--- config.mk ---
export PLATFORM = sky130hd
export DESIGN_NAME = pipe_hazard_ctrl
export DESIGN_NICKNAME = d
export VERILOG_FILES = /design/src/rtl/pipe_hazard_ctrl.sv
export SDC_FILE = /design/constraint.sdc
export NUM_CORES = 1
export LEC_CHECK = 0
export CAP_MARGIN = 40
export CORE_ASPECT_RATIO = 1.1
export CORE_UTILIZATION = 48
export DETAILED_ROUTE_END_ITERATION = 7
export PLACE_DENSITY = 0.86
export SETUP_SLACK_MARGIN = 0.5
export SYNTH_ARGS = -nofsm -noshare
export SYNTH_HDL_FRONTEND = slang
export SYNTH_SLANG_ARGS = --single-unit
--- constraint.sdc ---
create_clock -name clk -period 2.87 [get_ports clk]
set_input_delay 0.574 -clock clk [delete_from_list [all_inputs] [get_ports clk]]
set_output_delay 0.574 -clock clk [all_outputs]
set_load 0.005 [all_outputs]
--- src/rtl/pipe_hazard_ctrl.sv ---
// Stall/flush sequencer for the 5-stage pipeline: memory waits with timeout,
// branch flushes, load-use bubbles and a halt/drain/resume sequence.
module pipe_hazard_ctrl #(
   parameter int MEM_TIMEOUT  = 64,
   parameter int DRAIN_CYCLES = 3,
   parameter int CNT_W        = 16
) (
   input  logic             clk,
   input  logic             rst,
   input  logic [4:0]       id_rs,
   input  logic [4:0]       id_rt,
   input  logic             id_uses_rt,
   input  logic             ex_MemRead,
   input  logic [4:0]       ex_write_reg,
   input  logic             ex_branch_taken,
   input  logic             mem_req,
   input  logic             mem_ready,
   input  logic             halt_req,
   output logic             pc_en,
   output logic             ifid_en,
   output logic             idex_en,
   output logic             exmem_en,
   output logic             memwb_en,
   output logic             ifid_flush,
   output logic             idex_flush,
   output logic             memwb_flush,
   output logic             halted,
   output logic             err,
   output logic [CNT_W-1:0] stall_cycles,
   output logic [CNT_W-1:0] flush_count
);

   localparam int WAIT_W  = $clog2(MEM_TIMEOUT + 1);
   localparam int DRAIN_W = $clog2(DRAIN_CYCLES + 1);

   typedef enum logic [2:0] {
      S_RUN      = 3'd0,
      S_MEM_WAIT = 3'd1,
      S_DRAIN    = 3'd2,
      S_HALTED   = 3'd3,
      S_ERROR    = 3'd4
   } state_t;

   state_t               state, state_next;
   logic [WAIT_W-1:0]    wait_cnt, wait_cnt_next;
   logic [DRAIN_W-1:0]   drain_cnt, drain_cnt_next;
   logic                 stall_inc, flush_inc;
   logic                 load_use, wait_now, wait_hit, drain_last;

   assign load_use = ex_MemRead && (ex_write_reg != 5'd0) &&
                     ((ex_write_reg == id_rs) || (id_uses_rt && (ex_write_reg == id_rt)));

   // MEM_WAIT keeps freezing on mem_ready alone; the access is already in flight.
   assign wait_now = ((state == S_RUN || state == S_DRAIN) && mem_req && !mem_ready) ||
                     ((state == S_MEM_WAIT) && !mem_ready);
   assign wait_hit   = (wait_cnt == WAIT_W'(MEM_TIMEOUT - 1));
   assign drain_last = (drain_cnt == DRAIN_W'(DRAIN_CYCLES));

   always_ff @(posedge clk) begin
      if (rst) begin
         state     <= S_RUN;
         wait_cnt  <= '0;
         drain_cnt <= '0;
      end else begin
         state     <= state_next;
         wait_cnt  <= wait_cnt_next;
         drain_cnt <= drain_cnt_next;
      end
   end

   always_comb begin
      state_next     = state;
      wait_cnt_next  = '0;
      drain_cnt_next = drain_cnt;
      stall_inc      = 1'b0;
      flush_inc      = 1'b0;
      case (state)
         S_RUN, S_MEM_WAIT: begin
            if (wait_now) begin
               stall_inc     = 1'b1;
               wait_cnt_next = wait_hit ? '0 : wait_cnt + WAIT_W'(1);
               state_next    = wait_hit ? S_ERROR : S_MEM_WAIT;
            end else if (ex_branch_taken) begin
               flush_inc  = 1'b1;
               state_next = S_RUN;
            end else if (load_use) begin
               stall_inc  = 1'b1;
               state_next = S_RUN;
            end else if (halt_req) begin
               drain_cnt_next = DRAIN_W'(1);
               state_next     = S_DRAIN;
            end else begin
               state_next = S_RUN;
            end
         end
         S_DRAIN: begin
            if (wait_now) begin
               stall_inc     = 1'b1;
               wait_cnt_next = wait_hit ? '0 : wait_cnt + WAIT_W'(1);
               if (wait_hit) state_next = S_ERROR;
            end else begin
               flush_inc = ex_branch_taken;
               if (drain_last) begin
                  drain_cnt_next = '0;
                  state_next     = S_HALTED;
               end else begin
                  drain_cnt_next = drain_cnt + DRAIN_W'(1);
               end
            end
         end
         S_HALTED: begin
            if (!halt_req) begin
               drain_cnt_next = '0;
               state_next     = S_RUN;
            end
         end
         default: state_next = S_ERROR;
      endcase
   end

   always_comb begin
      pc_en       = 1'b1;
      ifid_en     = 1'b1;
      idex_en     = 1'b1;
      exmem_en    = 1'b1;
      memwb_en    = 1'b1;
      ifid_flush  = 1'b0;
      idex_flush  = 1'b0;
      memwb_flush = 1'b0;
      if (rst || state == S_HALTED || state == S_ERROR) begin
         pc_en    = 1'b0;
         ifid_en  = 1'b0;
         idex_en  = 1'b0;
         exmem_en = 1'b0;
         memwb_en = 1'b0;
      end else if (wait_now) begin
         // Freeze: hold the front, let WB retire into a bubble.
         pc_en       = 1'b0;
         ifid_en     = 1'b0;
         idex_en     = 1'b0;
         exmem_en    = 1'b0;
         memwb_flush = 1'b1;
      end else if (state == S_DRAIN) begin
         pc_en      = ex_branch_taken;
         ifid_flush = 1'b1;
         idex_flush = ex_branch_taken;
      end else if (ex_branch_taken) begin
         ifid_flush = 1'b1;
         idex_flush = 1'b1;
      end else if (load_use) begin
         pc_en      = 1'b0;
         ifid_en    = 1'b0;
         idex_flush = 1'b1;
      end else if (halt_req) begin
         pc_en      = 1'b0;
         ifid_flush = 1'b1;
      end
   end

   assign halted = !rst && (state == S_HALTED);
   assign err    = !rst && (state == S_ERROR);

   always_ff @(posedge clk) begin
      if (rst) begin
         stall_cycles <= '0;
         flush_count  <= '0;
      end else begin
         if (stall_inc && (stall_cycles != {CNT_W{1'b1}}))
            stall_cycles <= stall_cycles + CNT_W'(1);
         if (flush_inc && (flush_count != {CNT_W{1'b1}}))
            flush_count <= flush_count + CNT_W'(1);
      end
   end

endmodule

### Yosys cells after proc, flatten, opt, wreduce, memory -nomap -nowiden

Index checks and enable logic that the tools add are counted.

* bits of input ports: 23
* logic and storage cells: 106
* register bits after elaboration: 44

* multiplexer cells: 52
* reductions and logical operators: 25
* add/subtract/negate cells: 4
* equal/unequal tests: 18
* bitwise gates (word level): 2

Operators with widths (number)
* $add 16x1->16 const B: 2
* $mux 1: 32
* $ne 16x16->1 const B: 2
* $mux 2: 10
* $mux 3: 6
* $ne 2x2->1 const B: 6
* $eq 5x5->1: 2
* $logic_and 1x1->1: 10
* $pmux 3 s3: 1
* $add 7x1->7 const B: 1
* $eq 7x6->1 const B: 1
* $reduce_and 7->1: 1
* $eq 3x2->1 const B: 2
* $ne 3x3->1 const B: 2
* $pmux 2 s3: 1
* $logic_or 1x1->1: 5
* $reduce_bool 5->1: 1
* $pmux 1 s2: 2
* $reduce_or 4->1: 1
* $eq 3x1->1 const B: 1
* $eq 3x3->1 const B: 1
* $logic_not 3->1: 1
* $reduce_and 3->1: 1
* $reduce_bool 3->1: 1
* 6 further kinds: 8

### Logic depth before layout (Yosys ltp)

Gate-level depths: netlist of the first run.

* word-level depth: 9
* gate-level depth with buffers: 8
* mapped depth without buffers: 7

### Worst setup path after synthesis of the first run

Ideal clock, no wire load.

* path type: input to output
* from: in ex_write_reg[1]
* to: out pc_en
* path buffers: 0
* slack: 0.424 ns
* stages on the path: 5
* arrival time: 1.872 ns
* data required time: 2.296 ns
* cell sequence: or4_1 o21ai_1 nor2_1 or3_1 a21oi_1

* word-level cells in the longest chain between the ends: 9

RTL lines
* from (decl): RTL line 14 `input logic [4:0] ex_write_reg,`
* $eq 5x5->1: RTL line 51 `((ex_write_reg == id_rs) || (id_uses_rt && (ex_write_reg == id_rt)));`
* $logic_and 1x1->1: RTL line 51
* $logic_or 1x1->1: RTL line 51
* $logic_and 1x1->1 (*): RTL line 50 `assign load_use = ex_MemRead && (ex_write_reg != 5'd0) &&`
* $mux 1 (*): RTL line 150 `end else if (load_use) begin`
* $mux 1 (*): RTL line 147 `end else if (ex_branch_taken) begin`
* $mux 1 (*): RTL line 143 `end else if (state == S_DRAIN) begin`
* $mux 1 (*): RTL line 136 `end else if (wait_now) begin`
* $mux 1 (*): RTL line 130 `if (rst || state == S_HALTED || state == S_ERROR) begin`
* to (decl): RTL line 19 `output logic pc_en,`

Every way passes the cells marked *; elsewhere a longest branch is shown, timed or not.

### Worst setup path in the final report of the first run

* from: in ex_write_reg[1]
* to: out ifid_flush

* word-level cells in the longest chain between the ends: 9

RTL lines
* $eq 5x5->1: RTL line 51
* $logic_and 1x1->1: RTL line 51
* $logic_or 1x1->1: RTL line 51
* $logic_and 1x1->1 (*): RTL line 50
* $mux 1 (*): RTL line 150
* $mux 1 (*): RTL line 147
* $mux 1 (*): RTL line 143
* $mux 1 (*): RTL line 136
* $mux 1 (*): RTL line 130
* to (decl): RTL line 24 `output logic ifid_flush,`

Marked as above.

==> impl_metrics.yaml, run 1 <==
pwr:
  p_per_area_nw_per_um2: 379.9
  power.switching_uw: 333.9
  p_leak_nw: 1.331
  p_comb_frac: 0.169
  finalPower_mw: 1.384
  irDropWorstVdd_uv: 493.3
  pwr-share-clk: 0.373
  sw_frac_of_total: 0.2413
  pwr-share-seq: 0.457
  p_int_mw: 1.050
worst_setup_path:
  worst_r2r_endpoint: "stall_cycles[9]"
  cp_slowest_cell: "nor4_2"
  cp.arrival_ps: 2100
  critPathLaunch: "ex_write_reg[1]"
  reg2reg_from: "stall_cycles[0]"
  cp-end-kind: "output pin"
  start_kind: "input pin"
  cp_max_fo: 3
  worstPathRequired_ps: 2300
  worstRegToRegCells: 7
  path_cells: "buf_2 > buf_6 > xor2_2 > nor4_2 > a32oi_2 > or2_4 > buf_6 > nand2_4 > a21oi_2 > buf_2"
  cp_slowest_stage_delay_ps: 310
  critPathKind: "in2out"
  ff2ff_setup_slack_ps: 740
floorplan:
  fp.dieArea_um2: 5254
  num_rows: 26
  start_util: 0.5056
  ioPinCount: 65
  die_y_um: 75.93
  die_x_um: 69.21
  coreArea_um2: 4717
drt:
  drt-pass1-iter-count: 4
  vias: 2551
  drt-initial-drc-count: 111
  vias_per_cell: 5.733
  drtAntennaViolNets: 0
  wl_per_cell_um: 16.27
  drc: 0
  wl_um: 7240
synthesis:
  synth_cell_type_count: 43
  yosysWarnings: 0
  ys_ff_latch: 44
  syn_area_um2: 2385
  synthArstFlopShare: 0
  synth_edf_count: 0
  ys_seq_area_frac: 0.3694
  syn_nets: 321
  synth_cells: 294
  synth_ff_type: "dfxtp_1"
  syn-mean-instance-area_um2: 8.112
global_route:
  grt_pass1_vias: 2386
  grt_overflow_total: 0
  grtUsageTotal: 0.2572
  grt_antenna_before_repair: 0
  grt_pass1_wl_um: 11040
  grt_max_degree: 31
placed_design:
  postPlaceCellArea_um2: 3169
  place_congestion: 0.7922
  dpl.hpwl_um: 4417
  preCtsSetupSlack_ps: -582.3
  port_buffers: 64
sta:
  tightest_slew_ps: 401.6
  timing.final.crit_share: 0.9318
  finalSetupTns_ps: 0
  setup_violations: 0
  fin_crit_ps: 2674
  skew_ps: 9.204
  max_freq_ghz: 0.3739
  finalHoldViolations: 0
  rsz0062_at_grt: "true"
  slew_viol_final: 0
  slew_headroom: 0.7313
  layout_setup_ws_ps: 195.7
clocking:
  clk_latency_ps: 300
  clock-sinks: 44
  cts_root_buffer: "clkbuf_8"
  clk_path_buf_depth: 2
  htreeDepth: 2
  ctsHoldBuffers: 0
  cts_tree: "done"
  numCtsBuffers: 5
  path_clk_slew_ps: 80
cells_and_area:
  final_core_util: 0.7724
  fillers: 312
  drive_gt1_frac: 0.2622
  area_growth_pct: 52.78
  design_area_um2: 3643
  nNetsFinal: 415
  n_antenna_cell: 0
worst_hold_path:
  hp-class: "reg2reg"
  min_from: "wait_cnt[6]"
  whs_path_depth: 2
  min_to: "wait_cnt[6]"
run_status:
  run_status: "completed"
job:
  cap_violations: 0
state kept, by name (all words and copies together), names as in the netlist:
| name | cells |
|---|---|
| state | 3 |
| drain_cnt | 2 |
| wait_cnt | 7 |
| flush_count | 16 |
| stall_cycles | 16 |
per-layer routing:
layer  global-route usage  vias up  wire, µm
met5                    0        -         0
met4               0.1143        0       225
met3              0.05585       17       326
met2               0.4563       74      3835
met1               0.2920     1224      2853
li1                     -     1236         -
worst max-delay path: cells and delay by family:
family / cells / cell delay, ps
AND/OR/NAND/NOR: 3 / 630
AO/OA/AOI/OAI: 2 / 250
XOR/XNOR: 1 / 160
buffers and inverters: 4 / 490
placed cells by master, fill, tap and decap left out, drive strengths merged, types with 4 or more instances in the layout:
cell type / netlist / routed
or3: 15 / 15
inv: 10 / 10
o21ai: 17 / 17
clkdlybuf4s50: 0 / 37
ha: 4 / 4
nand4: 6 / 6
dfxtp: 44 / 44
dlygate4sd2: 0 / 15
nand2b: 4 / 4
and3: 5 / 5
nor4: 8 / 8
nand3: 20 / 20
a21oi: 21 / 21
nand2: 16 / 16
xor2: 12 / 12
clkbuf: 6 / 7
o31ai: 4 / 4
buf: 7 / 45
xnor2: 17 / 17
nor2: 37 / 37
nor3: 10 / 10
logic make-up after synthesis:
kind of cell / count (synthesis) / synth area share
adder cells (fa/ha/maj): 4 / 0.02099
AO/OA/AOI/OAI: 54 / 0.1422
XOR/XNOR: 29 / 0.1065
flip-flops: 44 / 0.3694
AND/OR/NAND/NOR: 139 / 0.3054
buffers and inverters: 23 / 0.05142
multiplexers: 1 / 0.004197
synth_stat cells, types with 2 or more instances:
library cell	instances	share of area
a21oi_1	21	0.044
and3_1	5	0.013
and4_1	2	0.0073
buf_2	2	0.0042
buf_6	4	0.019
clkbuf_1	6	0.0094
dfxtp_1	44	0.37
ha_1	4	0.021
inv_1	10	0.016
nand2_1	16	0.025
nand2b_1	4	0.010
nand3_1	20	0.042
nand3b_1	3	0.0094
nand4_1	6	0.016
nor2_1	37	0.058
nor2b_1	3	0.0079
nor3_1	9	0.019
nor3b_1	2	0.0063
nor4_1	8	0.021
nor4b_1	2	0.0073
o211a_1	2	0.0084
o21a_1	2	0.0063
o21ai_1	16	0.034
o22ai_1	2	0.0052
o31ai_1	4	0.013
or3_1	15	0.039
or4_1	2	0.0063
xnor2_1	17	0.062
xor2_1	12	0.044
worst max path at each step:
stage                  to  slack (ps)  cells after the start
2_1_floorplan       pc_en         450                      5
3_3_place_gp        pc_en        -480                      7
3_5_place_dp        pc_en        -580                      7
4_1_cts        ifid_flush         220                     10
5_1_grt        idex_flush         120                      8
6_report       ifid_flush         200                     10
power groups by stage:
stage	clock, mW	combinational [mW]	sequential [mW]
2_1_floorplan	0	0.0925	0.643
3_3_place_gp	0	0.180	0.646
3_5_place_dp	0	0.185	0.647
4_1_cts	0.525	0.212	0.633
5_1_grt	0.551	0.250	0.635
6_report	0.517	0.234	0.633
metrics by stage:
stage,cells,hold WS (ps)
floorplan,294,417.9
global placement,420,428.0
detailed placement,420,435.7
CTS,443,449.0
global route,445,483.6
finish,445,447.5
what timing repair did:
| item | in CTS | in global routing |
|---|---|---|
| pin swaps | 26 | 40 |
| buffers inserted | 13 | 2 |
| gates resized for setup | 80 | 39 |
| endpoints found under the setup margin | 28 | 26 |
| gates cloned | 2 | 0 |
layout make-up:
type	instances	area, µm²	share of cell area
clock buffers	7	96.34	0.02644
inverters	10	37.54	0.01030
well taps	56	70.07	0.01923
clock inverters	1	30.03	0.008242
flip-flops and latches	44	885.9	0.2431
repair buffers	100	927.1	0.2545
multi-input cells	227	1597	0.4382
No activity file was read; power rests on OpenSTA's default activity.
==> run 2, diff against run 1 <==
--- a/config.mk
+++ b/config.mk
@@ -5,12 +5,14 @@
 export SDC_FILE = /design/constraint.sdc
 export NUM_CORES = 1
 export LEC_CHECK = 0
+export ABC_AREA = 1
 export CAP_MARGIN = 40
 export CORE_ASPECT_RATIO = 1.1
-export CORE_UTILIZATION = 48
+export CORE_UTILIZATION = 50
 export DETAILED_ROUTE_END_ITERATION = 7
 export PLACE_DENSITY = 0.86
 export SETUP_SLACK_MARGIN = 0.5
+export SLEW_MARGIN = 20
 export SYNTH_ARGS = -nofsm -noshare
 export SYNTH_HDL_FRONTEND = slang
 export SYNTH_SLANG_ARGS = --single-unit
==> impl_metrics.yaml, run 2 <==
sta:
  finalSetupTns_ps: 0
  tightest_slew_ps: 508.9
  timing.final.crit_share: 0.8227
  finalHoldViolations: 0
  rsz0062_at_grt: "true"
  slew_headroom: 0.6603
  fin_crit_ps: 2361
  slew_viol_final: 0
  setup_violations: 0
  hold_slack_ps: 451.6
  max_freq_ghz: 0.4235
  layout_setup_ws_ps: 508.8
  skew_ps: 8.855
cells_and_area:
  final_common_cell: "nand2_1"
  fillers: 411
  nNetsFinal: 525
  top_regs: "flush_count (16), stall_cycles (16), wait_cnt (7)"
  area_growth_pct: 35.32
  final_cells: 571
  drive_gt1_frac: 0.1563
  final_core_util: 0.7178
  layout_common_cells: "nand2_1 (95), inv_1 (49), nor2_1 (46), dfxtp_1 (41), clkdlybuf4s50_1 (37)"
  n_antenna_cell: 0
  design_area_um2: 3686
drt:
  drt-initial-drc-count: 242
  drt-pass1-iter-count: 5
  vias_per_cell: 5.298
  drtAntennaViolNets: 0
  vias: 3025
  wl_um: 7579
  wl_per_cell_um: 13.27
  drc: 0
synthesis:
  synth.top_cell.area_share: 0.3234
  synth_mux_area_frac: 0
  synth_area_leaders: "dfxtp_1 (32%), nand2_1 (14%), inv_1 (7.3%), nor2_1 (6.8%), nand3_1 (6.4%)"
  synthXorXnorAreaFrac: 0.06752
  synth_fa_ha_area_frac: 0.01837
  synth_compound_area_frac: 0.1034
  ys_seq_area_frac: 0.3234
  ys_ff_latch: 44
  syn_area_um2: 2724
  yosys.area_share.simple: 0.3826
  yosys.area.top_type: "dfxtp_1"
  syn-mean-instance-area_um2: 6.485
  syn_nets: 447
  synth_edf_count: 0
  synth_cell_type_count: 34
  synthTopCellsByCount: "nand2_1 (98), inv_1 (53), nor2_1 (49)"
  yosysMostFrequentCell: "nand2_1"
  synth_cells: 420
  yosysWarnings: 0
  synthArstFlopShare: 0
  synth_top_family_by_area: "simple AND/OR/NAND/NOR gates"
  synth_ff_type: "dfxtp_1"
placed_design:
  dpl.hpwl_um: 5057
  place_congestion: 0.9630
  preCtsSetupSlack_ps: -74.66
  port_buffers: 64
  dpl.cell_count: 556
  postPlaceCellArea_um2: 3458
worst_hold_path:
  min_from: "wait_cnt[0]"
  min_to: "wait_cnt[0]"
  whs_path_depth: 1
  hp-class: "reg2reg"
job:
  cap_violations: 0
clocking:
  clock-sinks: 44
  htreeDepth: 2
  cts_tree: "done"
  numCtsBuffers: 5
  clk_latency_ps: 300
  path_clk_slew_ps: 90
  ctsHoldBuffers: 0
  cts_root_buffer: "clkbuf_8"
  clk_path_buf_depth: 2
worst_setup_path:
  worstPathRequired_ps: 2300
  reg2reg_from: "stall_cycles[0]"
  ff2ff_setup_slack_ps: 960
  worst_r2r_endpoint: "stall_cycles[6]"
  cp.arrival_ps: 1790
  path_cells: "clkdlybuf4s50_1 > inv_1 > o21ai_0 > nand3_2 > inv_1 > clkdlybuf4s15_1"
  cp_max_fo: 4
  cp_slowest_cell: "clkdlybuf4s50_1"
  cp_common_cell: "inv_1"
  critPathKind: "in2out"
  cp_slowest_stage_delay_ps: 580
  start_kind: "input pin"
  cp-end-kind: "output pin"
  worstRegToRegCells: 9
global_route:
  grt_pass1_wl_um: 12340
  grt_pass1_vias: 2784
  grt_antenna_before_repair: 0
  grtUsageTotal: 0.2697
  grt_max_degree: 27
  grt_overflow_total: 0
floorplan:
  start_util: 0.5305
  ioPinCount: 65
  fp.dieArea_um2: 5747
  coreArea_um2: 5135
  die_x_um: 72.38
  die_y_um: 79.41
  num_rows: 27
pwr:
  finalPower_mw: 1.475
  p_per_area_nw_per_um2: 400.1
  p_leak_nw: 1.532
  irDropWorstVdd_uv: 287.9
run_status:
  run_status: "completed"
==> run 2: worst max path at each step <==
stage / from / endpoint / slack [ps] / cells past startpoint
floorplan: rst / idex_flush / 740 / 6
global placement: rst / ifid_flush / -10 / 7
detailed placement: rst / idex_flush / -70 / 7
CTS: rst / err / 440 / 4
global route: id_rt[2] / ifid_en / 460 / 10
finish: ex_branch_taken / pc_en / 510 / 6
==> run 2: logic make-up (layout without fill, tap and decap cells) <==
group,count (synthesis),count (layout)
flip-flops,44,44
AND/OR/NAND/NOR,230,230
AO/OA/AOI/OAI,52,52
buffers and inverters,69,148
adder cells (fa/ha/maj),4,4
XOR/XNOR,21,21
==> run 2: report_power, final <==
part,total (mW),internal (mW),leakage (nW),switching (mW)
Clock,0.506,0.285,0.0614,0.221
Combinational,0.311,0.122,1.11,0.189
Sequential,0.658,0.631,0.358,0.0266
==> run 2: repair_timing <==
action,in CTS,in global routing
resized for setup,58,31
setup buffers,6,1
pin swaps,19,13
cloned,0,0
setup endpoints to repair,10,9
==> run 2: critical path: cells and delay by family <==
| kind | cells | cell delay (ps) |
|---|---|---|
| buffers and inverters | 4 | 1000 |
| AO/OA/AOI/OAI | 1 | 130 |
| AND/OR/NAND/NOR | 1 | 90 |
==> run 2: cell type report <==
cell class,instances,area [µm²],area share
clock inverters,2,38.79,0.01052
multi-input cells,307,1657,0.4494
inverters,61,229.0,0.06212
well taps,72,90.09,0.02444
repair buffers,79,701.9,0.1904
flip-flops and latches,44,887.1,0.2407
clock buffers,6,82.58,0.02240
==> run 2: per-layer routing <==
| metal | vias up | track usage | share of wire |
|---|---|---|---|
| met5 | - | 0 | 0 |
| li1 | 1504 | - | - |
| met2 | 107 | 0.4850 | 0.52 |
| met3 | 19 | 0.04672 | 0.052 |
| met4 | 0 | 0.09216 | 0.023 |
| met1 | 1395 | 0.3192 | 0.40 |
